### config.mk
export PLATFORM = sky130hd
export DESIGN_NAME = fetch_unit
export DESIGN_NICKNAME = d
export VERILOG_FILES = /design/src/rtl/fetch_unit.sv
export SDC_FILE = /design/constraint.sdc
export NUM_CORES = 1
export LEC_CHECK = 0
export CORE_UTILIZATION = 39
export DETAILED_ROUTE_END_ITERATION = 10
export PLACE_DENSITY_LB_ADDON = 0.1
export SETUP_SLACK_MARGIN = 0.1
export SLEW_MARGIN = 20
export SYNTH_ARGS = -nofsm -noshare
export SYNTH_HDL_FRONTEND = slang
export SYNTH_SLANG_ARGS = --single-unit
### constraint.sdc
create_clock -name clk -period 1.36 [get_ports clk]
set_input_delay 0.272 -clock clk [delete_from_list [all_inputs] [get_ports clk]]
set_output_delay 0.272 -clock clk [all_outputs]
set_load 0.005 [all_outputs]
### src/rtl/fetch_unit.sv
// rtl/fetch_unit.sv - single-entry instruction fetch stage with halt, resume and redirect
module fetch_unit #(
    parameter logic [7:0] RESET_PC    = 8'h00,
    parameter logic [3:0] HALT_OPCODE = 4'b0110
) (
    input  logic        clk,
    input  logic        rst,
    output logic [7:0]  imem_addr,
    input  logic [15:0] imem_data,
    output logic [15:0] ir,
    output logic [7:0]  ir_pc,
    output logic        ir_valid,
    input  logic        ir_ready,
    input  logic        redirect,
    input  logic [7:0]  redirect_pc,
    input  logic        resume,
    output logic        halted,
    output logic [15:0] fetch_count
);

    typedef enum logic {
        ST_RUN    = 1'b0,
        ST_HALTED = 1'b1
    } state_t;

    state_t      state_q, state_d;
    logic [7:0]  pc_q, pc_d;
    logic [15:0] ir_q, ir_d;
    logic [7:0]  ir_pc_q, ir_pc_d;
    logic        ir_valid_q, ir_valid_d;
    logic [15:0] fetch_count_q, fetch_count_d;

    logic transfer;
    logic capture;

    assign transfer = ir_valid_q & ir_ready;
    // The ir slot may be refilled when it is empty or being drained this same edge.
    assign capture  = (state_q == ST_RUN) & ~redirect & (~ir_valid_q | transfer);

    always_comb begin
        state_d       = state_q;
        pc_d          = pc_q;
        ir_d          = ir_q;
        ir_pc_d       = ir_pc_q;
        ir_valid_d    = ir_valid_q;
        fetch_count_d = fetch_count_q;

        if (redirect) begin
            // Flush only drops valid; ir and ir_pc keep their last contents.
            pc_d       = redirect_pc;
            ir_valid_d = 1'b0;
            state_d    = ST_RUN;
        end else begin
            if (capture) begin
                ir_d          = imem_data;
                ir_pc_d       = pc_q;
                ir_valid_d    = 1'b1;
                pc_d          = pc_q + 8'd1;
                fetch_count_d = fetch_count_q + 16'd1;
                if (imem_data[15:12] == HALT_OPCODE) begin
                    state_d = ST_HALTED;
                end
            end else if (transfer) begin
                ir_valid_d = 1'b0;
            end

            if ((state_q == ST_HALTED) && resume) begin
                state_d = ST_RUN;
            end
        end
    end

    always_ff @(posedge clk) begin
        if (rst) begin
            state_q       <= ST_RUN;
            pc_q          <= RESET_PC;
            ir_q          <= 16'h0000;
            ir_pc_q       <= 8'h00;
            ir_valid_q    <= 1'b0;
            fetch_count_q <= 16'h0000;
        end else begin
            state_q       <= state_d;
            pc_q          <= pc_d;
            ir_q          <= ir_d;
            ir_pc_q       <= ir_pc_d;
            ir_valid_q    <= ir_valid_d;
            fetch_count_q <= fetch_count_d;
        end
    end

    assign imem_addr   = pc_q;
    assign ir          = ir_q;
    assign ir_pc       = ir_pc_q;
    assign ir_valid    = ir_valid_q;
    assign halted      = (state_q == ST_HALTED);
    assign fetch_count = fetch_count_q;

endmodule
==> results of run 1 <==
-- cell type report --
| class | count | area, um^2 | area share |
|---|---|---|---|
| repair buffers | 155 | 1480 | 0.347 |
| multi-input cells | 183 | 1520 | 0.356 |
| flip-flops and latches | 50 | 1080 | 0.254 |
| clock buffers | 5 | 68.8 | 0.0161 |
| inverters | 3 | 11.3 | 0.00263 |
| clock inverters | 3 | 20.0 | 0.00468 |
| well taps | 70 | 87.6 | 0.0205 |
-- sequential cells by signal (all words and copies together), names as in the netlist --
register	count
halted	1
fetch_count	16
ir_valid	1
ir	16
imem_addr	8
ir_pc	8
-- where the power goes --
part / switching, W / internal (W) / leakage, nW
Sequential: 0.0000508 / 0.00152 / 0.429
Combinational: 0.000327 / 0.000395 / 1.38
Clock: 0.000540 / 0.000365 / 0.0484
Total: 0.000918 / 0.00228 / 1.86
-- routing by layer --
layer,share of wire,wire (um)
met1,0.40,3160
met2,0.53,4220
met3,0.046,364
met4,0.020,159
met5,0,0
-- worst max-delay path, delay by kind of cell, from the launching register on --
family | cells | cell delay, ns
AO/OA/AOI/OAI | 2 | 0.37
buffers and inverters | 3 | 0.36
flip-flops | 1 | 0.37
AND/OR/NAND/NOR | 2 | 0.30
-- through the flow --
step / TNS [ns] / setup WS [ns]
floorplan: -0.374 / -0.109
global placement: -16.07 / -0.461
detailed placement: -16.91 / -0.488
CTS: -0.746 / -0.128
global route: -2.31 / -0.183
finish: -1.14 / -0.149
-- logic make-up after synthesis --
kind of cell	Yosys count	share of synthesized area
AND/OR/NAND/NOR	116	0.276
multiplexers	1	0.00537
buffers and inverters	17	0.0334
AO/OA/AOI/OAI	50	0.137
XOR/XNOR	14	0.0585
flip-flops	50	0.478
adder cells (fa/ha/maj)	2	0.0119
-- final timing paths --
path / start / to / slack (ns) / depth (start not counted)
hold / removal: rst / fetch_count[15]$_SDFFE_PP0P_ / 0.36 / 3
hold reg to reg: ir_pc[2]$_SDFFE_PP0P_ / ir_pc[2]$_SDFFE_PP0P_ / 0.45 / 2
setup reg to reg: fetch_count[1]$_SDFFE_PP0P_ / fetch_count[11]$_SDFFE_PP0P_ / -0.15 / 7
setup / recovery: fetch_count[1]$_SDFFE_PP0P_ / fetch_count[11]$_SDFFE_PP0P_ / -0.15 / 7
-- cell usage after synthesis --
| master | number | share of area |
|---|---|---|
| a211oi_1 | 8 | 0.029 |
| a21oi_1 | 32 | 0.076 |
| a311oi_1 | 1 | 0.0042 |
| a41oi_1 | 1 | 0.0042 |
| and2_1 | 1 | 0.0030 |
| and3_1 | 1 | 0.0030 |
| and3_2 | 1 | 0.0036 |
| and4_1 | 1 | 0.0042 |
| and4_4 | 1 | 0.0054 |
| buf_2 | 5 | 0.012 |
| clkbuf_1 | 9 | 0.016 |
| dfxtp_1 | 50 | 0.48 |
| ha_1 | 2 | 0.012 |
| inv_1 | 3 | 0.0054 |
| mux2_2 | 1 | 0.0054 |
| nand2_1 | 57 | 0.10 |
| nand2b_1 | 1 | 0.0030 |
| nand3_1 | 6 | 0.014 |
| nand3_2 | 1 | 0.0048 |
| nand4_1 | 5 | 0.015 |
| nand4_4 | 1 | 0.010 |
| nand4b_1 | 2 | 0.0084 |
| nor2_1 | 17 | 0.030 |
| nor2_2 | 1 | 0.0030 |
| nor2b_1 | 4 | 0.012 |
| nor3_1 | 3 | 0.0072 |
| nor3_2 | 1 | 0.0048 |
| nor3b_1 | 1 | 0.0036 |
| nor4_1 | 2 | 0.0060 |
| nor4b_1 | 2 | 0.0084 |
| o21ai_0 | 4 | 0.0096 |
| o31ai_1 | 4 | 0.014 |
| or3_1 | 2 | 0.0060 |
| or3_2 | 1 | 0.0036 |
| or4_1 | 4 | 0.014 |
| xnor2_1 | 9 | 0.038 |
| xor2_1 | 5 | 0.021 |
-- timing repair --
item	in CTS	in global routing
setup buffers	31	10
hold buffers	0	0
setup endpoints to repair	97	54
pin swaps	46	51
gates cloned	2	2
gates resized for setup	171	83
==> results.sh, run 1 <==
export IMPL_grt_pass1_vias=2259
export IMPL_p_per_area_mw_per_mm2=749
export IMPL_nets=429
export IMPL_syn_inst=250
export IMPL_cts_root_buffer="clkbuf_8"
export IMPL_crit_path_end_kind="flip-flop"
export IMPL_rsz0062_at_grt="true"
export IMPL_drive_gt1_frac=0.559
export IMPL_synth_area_mm2=0.00210
export IMPL_holdWs_ns=0.357
export IMPL_wl_per_cell_um=16.9
export IMPL_critPathMaxStageDelay_ns=0.37
export IMPL_start_util=0.408
export IMPL_hpwlAfterDp_um=4010
export IMPL_drt_pass1_iter_count=4
export IMPL_critical_path_required_ns=1.56
export IMPL_io_pins=79
export IMPL_area_growth_pct=104
export IMPL_violations="setup timing"
export IMPL_nFillCells=315
export IMPL_final_area_mm2=0.00427
export IMPL_final_core_util=0.832
export IMPL_worstPathArrival_ns=1.71
export IMPL_final_cell_mix="48 x buf_4, 44 x dlygate4sd2_1, 27 x dfxtp_2"
export IMPL_yosysSeqAreaShare=0.478
export IMPL_crit_chain="buf_4, buf_6, and4_1, nand3_2, buf_4, o31ai_1, a21oi_2"
export IMPL_htreeDepth=2
export IMPL_peakVddDrop_uv=590
export IMPL_place_congestion=0.772
export IMPL_drt_iter0_markers=89
export IMPL_worstSetupPathType="reg -> reg"
export IMPL_grt_use_met1=0.295
export IMPL_power_total_w=0.00320
export IMPL_synth_warnings=0
export IMPL_synth_nets=281
export IMPL_fin_skew_ns=0.00503
export IMPL_setup_violations=15
export IMPL_status="finished, violations left"
export IMPL_crit_top_cell="buf_4"
export IMPL_die_y_um=75.3
export IMPL_port_buffers=78
export IMPL_min_path_type="in -> reg"
export IMPL_clkTransAtPathRegs_ns=0.10
export IMPL_num_rows=26
export IMPL_period_needed_ns=1.51
export IMPL_syn_mean_instance_area_um2=8.38
export IMPL_finalHoldViolCount=0
export IMPL_cts_buffers=5
export IMPL_worst_slew_pin_slew_ns=0.372
export IMPL_grt_overflow=0
export IMPL_die_w_um=75.3
export IMPL_wirelength_um=7900
export IMPL_p_leak_nw=1.86
export IMPL_min_period_over_period=1.11
export IMPL_drv_cap=0
export IMPL_cts_sinks=50
export IMPL_synth_seq_cells=50
export IMPL_grt_max_degree=26
export IMPL_via_count=2441
export IMPL_relSlewSlack=0.752
export IMPL_fmax_mhz=663
export IMPL_cp_max_fo=3
export IMPL_ant_nets=0
export IMPL_cts_buffer_depth=2
export IMPL_insertion_delay_ns=0.31
export IMPL_cts_tree="built"
export IMPL_grt_usage=0.247
export IMPL_synth_cell_types=37
export IMPL_drv_slew=0
export IMPL_dp_cells=419
export IMPL_grt_busiest_layer="met2"
export IMPL_dieArea_mm2=0.00567
export IMPL_drc=0
export IMPL_dpl_cell_area_mm2=0.00327
export IMPL_setup_ws_ns=-0.149
export IMPL_final_common_cell="buf_4"
export IMPL_grtUsageMet3=0.0648
export IMPL_antenna_found_initial=0
export IMPL_final_cells=469
export IMPL_grt_met2_usage=0.424
export IMPL_fp_coreArea_mm2=0.00514
export IMPL_diodes=0
export IMPL_crit_slowest_cell="dfxtp_4"
export IMPL_grt_pass1_wl_um=10400
export IMPL_viasPerCell=5.20
export IMPL_critical_path_startpoint_type="flip-flop"
Note: power is estimated with default switching activity, not from simulation.
==> inputs of run 2 (changes only) <==
- CTS_CLUSTER_SIZE: default -> 16
==> results of run 2 <==
Same layout as run 1: the final DEF is identical, and so are final timing and power.
==> inputs of run 3 (changes only) <==
- CTS_CLUSTER_SIZE: 16 -> 8
==> results of run 3 <==
Same layout as run 1: the final DEF is identical, and so are final timing and power.
